**src/rtl/pipelined_sum_chain.sv**
```systemverilog
// Flow-controlled multi-operand adder: one add per stage, NUM_OPS-1 stages, global stall,
// optional unsigned saturation, per-result overflow flag and a sticky overflow indicator.
module pipelined_sum_chain #(
   parameter int WIDTH    = 16,
   parameter int NUM_OPS  = 3,
   parameter int SAT_MODE = 0
) (
   input  logic                     clock,
   input  logic                     rst_n,
   input  logic                     in_valid,
   output logic                     in_ready,
   input  logic [NUM_OPS*WIDTH-1:0] in_data,
   output logic                     out_valid,
   input  logic                     out_ready,
   output logic [WIDTH-1:0]         out_data,
   output logic                     out_ovf,
   output logic                     ovf_sticky,
   input  logic                     clr_sticky
);

   localparam int NUM_STAGES = NUM_OPS - 1;

   logic advance;

   assign advance  = !out_valid || out_ready;
   assign in_ready = advance;

   for (genvar s = 0; s < NUM_STAGES; s++) begin : g_stage
      // operands still waiting to be added after this stage
      localparam int REM = NUM_OPS - 2 - s;

      logic             vld_q;
      logic             ovf_q;
      logic [WIDTH-1:0] sum_q;
      logic             vld_in;
      logic             ovf_in;
      logic [WIDTH-1:0] op_a;
      logic [WIDTH-1:0] op_b;
      logic [WIDTH:0]   raw;
      logic [WIDTH-1:0] sum_d;

      if (s == 0) begin : g_src
         assign vld_in = in_valid;
         assign ovf_in = 1'b0;
         assign op_a   = in_data[0 +: WIDTH];
         assign op_b   = in_data[WIDTH +: WIDTH];
      end else begin : g_src
         assign vld_in = g_stage[s-1].vld_q;
         assign ovf_in = g_stage[s-1].ovf_q;
         assign op_a   = g_stage[s-1].sum_q;
         assign op_b   = g_stage[s-1].g_rem.rem_q[WIDTH-1:0];
      end

      assign raw   = {1'b0, op_a} + {1'b0, op_b};
      assign sum_d = ((SAT_MODE != 0) && raw[WIDTH]) ? '1 : raw[WIDTH-1:0];

      // data registers load only with a valid slot so out_data stays 0 until the first result
      always_ff @(posedge clock or negedge rst_n) begin
         if (!rst_n) begin
            vld_q <= 1'b0;
            ovf_q <= 1'b0;
            sum_q <= '0;
         end else if (advance) begin
            vld_q <= vld_in;
            if (vld_in) begin
               sum_q <= sum_d;
               ovf_q <= ovf_in | raw[WIDTH];
            end
         end
      end

      if (REM > 0) begin : g_rem
         logic [REM*WIDTH-1:0] rem_q;
         logic [REM*WIDTH-1:0] rem_d;

         if (s == 0) begin : g_rsrc
            assign rem_d = in_data[NUM_OPS*WIDTH-1 -: REM*WIDTH];
         end else begin : g_rsrc
            assign rem_d = g_stage[s-1].g_rem.rem_q[(REM+1)*WIDTH-1 -: REM*WIDTH];
         end

         always_ff @(posedge clock or negedge rst_n) begin
            if (!rst_n) begin
               rem_q <= '0;
            end else if (advance && vld_in) begin
               rem_q <= rem_d;
            end
         end
      end
   end

   assign out_valid = g_stage[NUM_STAGES-1].vld_q;
   assign out_data  = g_stage[NUM_STAGES-1].sum_q;
   assign out_ovf   = g_stage[NUM_STAGES-1].ovf_q;

   // a consumed overflowing result beats a simultaneous clear
   always_ff @(posedge clock or negedge rst_n) begin
      if (!rst_n) begin
         ovf_sticky <= 1'b0;
      end else if (out_valid && out_ready && out_ovf) begin
         ovf_sticky <= 1'b1;
      end else if (clr_sticky) begin
         ovf_sticky <= 1'b0;
      end
   end

endmodule

```
**config.mk**
```make
export PLATFORM = sky130hd
export DESIGN_NAME = pipelined_sum_chain
export DESIGN_NICKNAME = d
export VERILOG_FILES = /design/src/rtl/pipelined_sum_chain.sv
export SDC_FILE = /design/constraint.sdc
export NUM_CORES = 1
export LEC_CHECK = 0
export ABC_CLOCK_PERIOD_IN_PS = 4950
export BUFFER_PORTS_ARGS = -buffer_cell sky130_fd_sc_hd__buf_4
export CORE_MARGIN = 2
export CORE_UTILIZATION = 45
export CTS_CLUSTER_DIAMETER = 200
export DETAILED_ROUTE_END_ITERATION = 8
export MAX_ROUTING_LAYER = met4
export PLACE_DENSITY = 0.74
export SYNTH_ARGS = -nofsm -noshare
export SYNTH_HDL_FRONTEND = slang
export SYNTH_SLANG_ARGS = --single-unit
```
**constraint.sdc**
```tcl
create_clock -name clock -period 4.95 [get_ports clock]
set_input_delay 0.2475 -clock clock [delete_from_list [all_inputs] [get_ports clock]]
set_output_delay 0.2475 -clock clock [all_outputs]
set_load 0.02 [all_outputs]
```
# After elaboration in Yosys (flattened, before gate mapping)
# Cells that the tools add are included.
[word_totals] ramBits=0 n_memories=0 wordCells=21 rom_bits=0 latch_bits=0 regBits=53 inputBits=53
[classes] n_bitwise=1 div_mod_pow=0 n_shift=0 mul=0 order_cmp=0 n_addsub=2 n_reduce_logical=8 muxes=2 eq_ne=0
[ops] op="$add A16 B16 Y17" count=2
[ops] op="$reduce_and A2 Y1" count=2
[ops] op="$logic_and A1 B1 Y1" count=3
[ops] op="$mux W1" count=2
[ops] op="$reduce_bool A2 Y1" count=1
[ops] op="$logic_not A1 Y1" count=1
[ops] op="$logic_or A1 B1 Y1" count=1
[ops] op="$or A1 B1 Y1" count=1

# Logic depth before layout (Yosys ltp)
# Gate-level depths: netlist (run 1).
[depth] depth_word=3 mapped_depth=8 mapped_depth_nobuf=8

# Least setup slack after synthesis (run 1)
# No wires, ideal clock.
[synth_path] kind="register -> register" startpoint="register g_stage[0].sum_q[0]" endpoint="register g_stage[1].sum_q[12], in the netlist out_data[12]" synth_period_minus_slack_ns=2.270 t_required_ns=4.820 path_stages_with_launch=9 slack_ns=2.680 arrival_ns=2.140 setup_time_ns=0.130 path_buffers=0 path_cell_list="dfrtp_1 -> ha_1 -> fa_1 -> a21o_1 -> a221oi_2 -> o21ai_2 -> a221o_1 -> xnor2_1 -> o21ai_1"
[synth_via] elab_chain_len=1
[synth_rtl] element="start, declared" line="34" text="logic [WIDTH-1:0] sum_q;"
[synth_rtl] element="start signal, assigned" line="66" text="sum_q <= sum_d;"
[synth_rtl] element="$add A16 B16 Y17" line="54" text="assign raw = {1'b0, op_a} + {1'b0, op_b};"
[synth_rtl] element="end signal, assigned" line="66"
[synth_rtl] element="end, declared" line="34"
# Every way passes these cells.
# A chain may end at the register's enable or synchronous reset.

# Worst setup path in the final report (run 1)
# Same ends and word-level chain as after synthesis.

==> impl_metrics.tcl, run 1 <==
set metrics [dict create \
    fin_crit_sh_pct 50.3 \
    final_nets 572 \
    ys_ff_latch 53 \
    timing.hold.ws_ns -0.0332 \
    p_seq_share_pct 35.2 \
    status "finished with violations" \
    numPortBuffers 72 \
    critical_path_class "reg2reg" \
    cts_buffers 5 \
    drc 0 \
    num_vias 3100 \
    post-route-min-period_ns 2.49 \
    rsz0062_at_grt "no" \
    hold_viol 33 \
    critPathMaxFanout 3 \
    postCtsHoldBufs 0 \
    post_cts_buffers 0 \
    antenna_left 0 \
    vias_per_cell 5.27 \
    fp-row-count 32 \
    die_area_um2 8660 \
    p_sw_mw 0.701 \
    clockBufferDepth 2 \
    power_switching_share_pct 38.9 \
    synth_top_cell_by_area "dfrtp_1" \
    synth_edf_count 0 \
    antenna_cells 0 \
    fmax_ghz 0.401 \
    start_util_pct 46.4 \
    dp_hpwl_um 5990 \
    synth_top_area_share_pct 37.2 \
    drive_gt1_share_pct 17.9 \
    maxCapViolCount 0 \
    wl_per_cell_um 13.1 \
    synthDistinctLibCells 49 \
    mappedNetlistNets 508 \
    drtIter0Drc 127 \
    overflow 0 \
    cts_tree "yes" \
    fin_util_pct 55.9 \
    cp.required_ns 5.10 \
    die_w_um 93.0 \
    peakVddDrop_v 0.000181 \
    ios 73 \
    yosys-top-cells-area "dfrtp_1 37%, ha_1 11%, nand2_1 9.8%, o21ai_0 5.6%, a21oi_1 4.6%" \
    startpoint_type "register" \
    cp_data_arrival_time_ns 2.64 \
    p_leak_nw 2.11 \
    async_flop_share_pct 100 \
    clk_latency_ns 0.29 \
    fin_skew_ns 0.00618 \
    die_y_um 93.0 \
    setup_viol 0 \
    combPwrFrac_pct 48.3 \
    synth_cells 421 \
    area.growth.synth_to_final_pct 20.4 \
    hold_path.class "in2async" \
    violations "negative hold slack" \
    clkSlewWorstSetupHoldPaths_ns 0.09 \
    internal_power_mw 1.10 \
    coreArea_um2 7690 \
    syn_area_um2 3570 \
    slew_headroom_pct 35.1 \
    startpoint "g_stage[0].sum_q[0]" \
    clkSinkCount 53 \
    grt_max_degree 54 \
    grt_first_pass_wirelength_um 13700 \
    drtPass1Iterations 5 \
    syn_area_per_cell_um2 8.47 \
    synth-main-ff-cell "dfrtp_1" \
    wl_um 7700 \
    yosysMostFrequentCell "nand2_1" \
    tightest_slew_ns 0.972 \
    grt_pass1_vias 3054 \
    yosysWarnings 0 \
    maxSlewViolCount 0 \
    gp_congestion 0.846 \
    postCtsResizedCells 0 \
    synth_common_cells "93 x nand2_1, 53 x dfrtp_1, 40 x o21ai_0" \
    endpoint_kind "register" \
    r2r-start "g_stage[0].sum_q[0]" \
    antenna_found_initial 0 \
    finalSetupTns_ns 0 \
    synth_seq_area_share_pct 37.2 \
    p_clk_share_pct 16.6 \
    cts_root_buf "clkbuf_8" \
    cts-htree-levels 2 \
    grt.total_usage_pct 19.7 \
    power_density_nw_per_um2 420 \
]
==> sequential cells by signal, indices dropped and copies added (netlist names) <==
signal               cells
ovf_sticky               1
g_stage.g_rem.rem_q     16
out_ovf                  1
g_stage.ovf_q            1
g_stage.sum_q           16
out_valid                1
g_stage.vld_q            1
out_data                16
==> final timing paths <==
kind	to	slack, ns	depth (start not counted)
hold / removal	g_stage[0].g_rem.rem_q[4]	-0.03	1
setup / recovery	out_data[12]	2.46	8
hold reg to reg	g_stage[0].g_rem.rem_q[3]	0.48	2
setup reg to reg	out_data[12]	2.46	8
min in group clock	ovf_sticky	0.13	2
max in group asynchronous	out_data[14]	4.53	1
==> placed cells by master, fill, tap and decap left out, types with 5 or more instances in the layout <==
cell,count
xnor2_1,11
dfrtp_1,53
a21oi_1,33
a21o_1,11
nor2b_1,7
nor3_1,7
o21ai_0,40
a31oi_1,5
clkbuf_8,6
buf_4,73
xor2_1,11
nor2_1,24
nand3_1,8
o211ai_1,5
inv_1,8
nand2_1,93
ha_1,32
==> logic make-up (layout without fill, tap and decap cells) <==
group | Yosys count | in the layout | share of synthesized area (%)
AND/OR/NAND/NOR | 158 | 158 | 19.4
buffers and inverters | 24 | 89 | 2.60
flip-flops | 53 | 53 | 37.2
XOR/XNOR | 22 | 22 | 5.40
adder cells (fa/ha/maj) | 34 | 34 | 12.3
AO/OA/AOI/OAI | 125 | 125 | 21.6
multiplexers | 5 | 5 | 1.47
==> cell type report <==
cell class,count,area (um^2)
fill,732,3390
multi-input combinational,344,2150
sequential,53,1330
timing repair buffer,73,548
tap,102,128
clock buffer,7,86.3
clock inverter,1,30.0
inverter,8,30.0
==> power by group through the flow <==
stage | Clock, mW | Combinational [mW] | Sequential (mW)
floorplan | 0 | 0.517 | 0.714
global placement | 0 | 0.867 | 0.639
detailed placement | 0 | 0.873 | 0.645
CTS | 0.310 | 0.876 | 0.637
global route | 0.325 | 0.981 | 0.653
finish | 0.299 | 0.870 | 0.635
==> worst max-delay path, cell delays in order (launching register included) <==
cell and delay [ns]:
dfrtp_1 0.40, ha_1 0.23, fa_1 0.40, a21o_1 0.23, a221oi_2 0.37, o21ai_2 0.13
a221o_1 0.37, xnor2_1 0.15, o21ai_1 0.07
==> stage by stage <==
| stage | instances | cell area, um^2 | power [mW] | setup slack [ns] |
|---|---|---|---|---|
| 2_1_floorplan | 421 | 3570 | 1.23 | 2.68 |
| 3_3_place_gp | 580 | 4180 | 1.51 | 2.53 |
| 3_5_place_dp | 580 | 4180 | 1.52 | 2.48 |
| 4_1_cts | 588 | 4300 | 1.82 | 2.47 |
| 5_1_grt | 588 | 4300 | 1.96 | 2.31 |
| 6_report | 588 | 4300 | 1.80 | 2.46 |
==> per-layer routing <==
metal	GRT usage, %	vias to the layer above	routed length [um]	share of wire (%)
li1	-	1612	-	-
met1	27.8	1422	3840	50
met5	-	-	0	0
met4	4.53	0	70	0.91
met2	31.0	62	3540	46
met3	2.01	4	253	3.3
Note: power is estimated with default switching activity, not from simulation.
==> run 2: changes to the inputs <==
--- a/config.mk
+++ b/config.mk
@@ -5,7 +5,7 @@
 export SDC_FILE = /design/constraint.sdc
 export NUM_CORES = 1
 export LEC_CHECK = 0
-export ABC_CLOCK_PERIOD_IN_PS = 4950
+export ABC_CLOCK_PERIOD_IN_PS = 2500
 export BUFFER_PORTS_ARGS = -buffer_cell sky130_fd_sc_hd__buf_4
 export CORE_MARGIN = 2
 export CORE_UTILIZATION = 45
==> constraint.sdc (replaced) <==
create_clock -name clock -period 2.5 [get_ports clock]
set_input_delay 0.125 -clock clock [delete_from_list [all_inputs] [get_ports clock]]
set_output_delay 0.125 -clock clock [all_outputs]
set_load 0.02 [all_outputs]
==> impl_metrics.tcl, run 2 (synthesized netlist as in run 1, its figures left out) <==
set metrics [dict create \
    dp_hpwl_um 6080 \
    endpoint_kind "register" \
    cp_data_arrival_time_ns 2.58 \
    p_leak_nw 2.12 \
    hold_viol 0 \
    clockBufferDepth 2 \
    hold_path.class "in2reg" \
    layout_common_cells "93 x nand2_1, 76 x buf_4, 53 x dfrtp_1" \
    clkSinkCount 53 \
    cts_tree "yes" \
    maxSlewViolCount 0 \
    status "finished, final reports clean" \
    die_y_um 93.0 \
    antenna_left 0 \
    wl_per_cell_um 13.2 \
    clkSlewWorstSetupHoldPaths_ns 0.09 \
    power.total_mw 3.50 \
    grt_first_pass_wirelength_um 13000 \
    clk_latency_ns 0.30 \
    fmax_ghz 0.420 \
    fin_util_pct 56.3 \
    die_area_um2 8660 \
    setup_viol 0 \
    fin_cells 592 \
    post-route-min-period_ns 2.38 \
    grt.total_usage_pct 18.8 \
    gp_congestion 0.865 \
    dp.cells 582 \
    drive_gt1_share_pct 18.4 \
    crit_buf_inv 0 \
    area.growth.synth_to_final_pct 21.3 \
    numPortBuffers 72 \
    grt_pass1_vias 2933 \
    crit_chain "ha_1 -> fa_1 -> a21o_1 -> a221oi_4 -> o21ai_2 -> a221o_1 -> xnor2_1 -> o21ai_1" \
    startpoint_type "register" \
    die_w_um 93.0 \
    cts_root_buf "clkbuf_8" \
    cp.required_ns 2.70 \
    start_util_pct 46.4 \
    drc 0 \
    max_stage_delay_ns 0.42 \
    peakVddDrop_v 0.000293 \
    wl_um 7830 \
    maxCapViolCount 0 \
    tightest_slew_ns 0.747 \
    rsz0062_at_grt "no" \
    drtPass1Iterations 4 \
    fp-row-count 32 \
    slew_headroom_pct 50.0 \
    critical_path_class "reg2reg" \
    final_common_cell "nand2_1" \
    final_nets 577 \
    fin_crit_sh_pct 95.2 \
    finalSetupTns_ns 0 \
    overflow 0 \
    antenna_cells 0 \
    power_density_nw_per_um2 810 \
    cts-htree-levels 2 \
    critPathMaxFanout 3 \
    num_vias 3105 \
    cts_buffers 5 \
    cp_slowest_cell "fa_1" \
    coreArea_um2 7690 \
    cp_top_family "compound AO/OA/AOI/OAI gates" \
    grt_max_degree 54 \
    antenna_found_initial 0 \
    drtIter0Drc 136 \
    ios 73 \
    vias_per_cell 5.24 \
    fin_skew_ns 0.00569 \
]
## run 2: cell count changes in the layout (fill, tap and decap cells not counted), sizes merged
| cell | change |
|---|---|
| buf | +3 |
| dlygate4sd3 | +2 |
| bufinv | -1 |
## run 2: path summary, 6_finish.rpt
path                                           start                    endpoint  slack [ns]  cells past startpoint
setup / recovery                 g_stage[0].sum_q[0]                out_data[12]        0.12                      8
setup reg to reg                 g_stage[0].sum_q[0]                out_data[12]        0.12                      8
min in group asynchronous                      rst_n   g_stage[0].g_rem.rem_q[0]        0.39                      2
hold / removal                           in_data[46]  g_stage[0].g_rem.rem_q[14]       0.005                      3
hold reg to reg            g_stage[0].g_rem.rem_q[8]   g_stage[0].g_rem.rem_q[8]        0.49                      2
max in group asynchronous                      rst_n                 out_data[3]        1.65                      2
## run 2: timing repair
action / in CTS / in global routing
gates resized for setup: 0 / 2
endpoints found under the setup margin: 0 / 2
hold buffers: 2 / 0
hold endpoints to repair: 54 / 0
setup buffers: 0 / 1
## run 2: stage by stage
stage,cell area (um^2),setup WS [ns],hold slack (ns)
finish,4330,0.119,0.00480
global placement,4200,0.119,0.196
floorplan,3570,0.230,-0.171
CTS,4300,0.0486,0.000626
detailed placement,4200,0.0539,0.205
global route,4330,0.0116,0.00467
## run 2: area by class of cell
class,instances,area [um^2]
inverters,8,30.0
clock buffers,7,86.3
repair buffers,78,591
flip-flops and latches,53,1330
fillers,746,3360
multi-input cells,344,2160
well taps,102,128
## run 2: worst min-delay path, cell delays in order
cell and delay (ns):
buf_4 0.07, nand2_1 0.04, nand2_1 0.04
## run 2: layer usage
metal  routed length (um)  track usage (%)
met4                  106             5.88
met5                    0                -
met1                 3850             25.7
met3                  248             1.69
met2                 3630             30.0
## run 2: power breakdown
group	total [mW]	switching [mW]	internal (mW)
clock	0.484	0.264	0.220
sequential	1.26	0.152	1.10
combinational	1.76	0.986	0.777
==> run 3: changes to the inputs <==
--- a/config.mk
+++ b/config.mk
@@ -9,6 +9,7 @@
 export BUFFER_PORTS_ARGS = -buffer_cell sky130_fd_sc_hd__buf_4
 export CORE_MARGIN = 2
 export CORE_UTILIZATION = 45
+export CTS_BUF_LIST = sky130_fd_sc_hd__clkbuf_8
 export CTS_CLUSTER_DIAMETER = 200
 export DETAILED_ROUTE_END_ITERATION = 8
 export MAX_ROUTING_LAYER = met4
==> impl_metrics.tcl, run 3 (synthesized netlist as in run 1, its figures left out) <==
set metrics [dict create \
    crit_buf_inv 0 \
    cp_top_family "compound AO/OA/AOI/OAI gates" \
    startpoint_type "register" \
    crit_chain "ha_1 -> fa_1 -> a21o_1 -> a221oi_4 -> o21ai_2 -> a221o_1 -> xnor2_1 -> o21ai_1" \
    grt.total_usage_pct 18.8 \
    power_density_nw_per_um2 809 \
    final_nets 577 \
    cts_tree "yes" \
    power.total_mw 3.50 \
    maxCapViolCount 0 \
    p_sw_mw 1.40 \
    peakVddDrop_v 0.000293 \
    critical_path_class "reg2reg" \
    fin_crit_sh_pct 95.2 \
    seqCellArea_um2 1330 \
    cts-htree-levels 2 \
    hold_path_depth 3 \
    hp-start "in_data[46]" \
    layout_common_cells "93 x nand2_1, 76 x buf_4, 53 x dfrtp_1" \
    max_stage_delay_ns 0.42 \
    internal_power_mw 2.10 \
    num-fill-cells 746 \
    cp_slowest_cell "fa_1" \
    fmax_ghz 0.420 \
    overflow 0 \
    tightest_slew_ns 0.747 \
    gp_congestion 0.865 \
    endpoint_kind "register" \
    drc 0 \
    fin_cells 592 \
    p_clk_share_pct 13.7 \
    die_y_um 93.0 \
    fp-row-count 32 \
    clockBufferDepth 2 \
    wl_per_cell_um 13.2 \
    grt_max_degree 54 \
    hold_path.class "in2reg" \
    antenna_left 0 \
    setup_viol 0 \
    p_seq_share_pct 35.9 \
    min_to "g_stage[0].g_rem.rem_q[14]" \
    grt_first_pass_wirelength_um 13000 \
    clkSinkCount 53 \
    rsz0062_at_grt "no" \
    clk_latency_ns 0.30 \
    drtPass1Iterations 4 \
    p_leak_nw 2.13 \
    maxSlewViolCount 0 \
    fin_util_pct 56.3 \
    grt_pass1_vias 2933 \
    coreArea_um2 7690 \
    numPortBuffers 72 \
    wl_um 7830 \
    cp.required_ns 2.70 \
    timing.hold.ws_ns 0.00480 \
    multi_input_area_um2 2160 \
    power_switching_share_pct 40.1 \
    status "finished, final reports clean" \
    drtIter0Drc 136 \
    r2r-start "g_stage[0].sum_q[0]" \
    fin_skew_ns 0.00569 \
    dp_hpwl_um 6080 \
    post-route-min-period_ns 2.38 \
    dp.cells 582 \
    ios 73 \
    die_area_um2 8660 \
    slew_headroom_pct 50.0 \
    finalSetupTns_ns 0 \
    antenna_found_initial 0 \
    start_util_pct 46.4 \
    num_vias 3105 \
    critPathMaxFanout 3 \
    clkSlewWorstSetupHoldPaths_ns 0.09 \
    cts_root_buf "clkbuf_8" \
    rr_endpoint "out_data[12]" \
    final_common_cell "nand2_1" \
    reg2reg_slack_ns 0.12 \
    die_w_um 93.0 \
    drive_gt1_share_pct 18.4 \
    cp_data_arrival_time_ns 2.58 \
    area.growth.synth_to_final_pct 21.3 \
    vias_per_cell 5.24 \
    cts_buffers 5 \
    combPwrFrac_pct 50.4 \
    hold_viol 0 \
    reg2reg_depth 8 \
    antenna_cells 0 \
]
==> run 3: cell types whose count changed in the layout (fill, tap and decap cells not counted), sizes merged <==
cell	change
clkbuf	-1
inv	+1
==> run 3: cell type report <==
cell class / count / share of cell area, %
Sequential cell: 53 / 30.7
Multi-Input combinational cell: 344 / 50.0
Clock inverter: 1 / 0.0868
Tap cell: 102 / 2.95
Inverter: 8 / 0.694
Timing Repair Buffer: 78 / 13.7
Clock buffer: 6 / 1.91
==> run 3: repair_timing <==
action | CTS | global route
buffers inserted | 0 | 1
endpoints found under the setup margin | 0 | 2
resized for setup | 0 | 2
endpoints found under the hold margin | 54 | 0
hold buffers | 2 | 0
==> run 3: routing by layer <==
layer	up-vias	wire length, um	track usage [%]
met1	1412	3850	25.7
met3	9	248	1.69
met4	0	106	5.88
met5	-	0	-
li1	1618	-	-
met2	66	3630	30.0
==> run 3: worst max path at each step <==
stage                     slack, ns           end  depth (start not counted)           startpoint
after floorplan                0.23  out_data[12]                          8  g_stage[0].sum_q[0]
after global placement         0.12  out_data[12]                          8  g_stage[0].sum_q[0]
after detailed placement       0.05  out_data[12]                          8  g_stage[0].sum_q[0]
after CTS                      0.05  out_data[12]                          8  g_stage[0].sum_q[0]
after global routing           0.01  out_data[12]                          8  g_stage[0].sum_q[0]
final                          0.12  out_data[12]                          8  g_stage[0].sum_q[0]
==> run 3: power by group through the flow <==
stage	registers, mW	logic, mW	clock network, mW
after floorplan	1.41	1.02	0
after global placement	1.26	1.72	0
after detailed placement	1.28	1.73	0
after CTS	1.26	1.74	0.496
after global routing	1.29	1.96	0.529
final	1.26	1.76	0.480
==> run 3: stage by stage <==
stage          setup WS [ns]  area [um^2]
3_3_place_gp           0.119         4200
2_1_floorplan          0.230         3570
3_5_place_dp          0.0539         4200
6_report               0.119         4330
5_1_grt               0.0116         4330
4_1_cts               0.0486         4300
==> run 3: worst reg2reg max path: stages (launching register included) <==
cell and delay (ns):
dfrtp_1 0.39, ha_1 0.22, fa_1 0.42, a21o_1 0.24
a221oi_4 0.29, o21ai_2 0.11, a221o_1 0.35, xnor2_1 0.18
o21ai_1 0.07
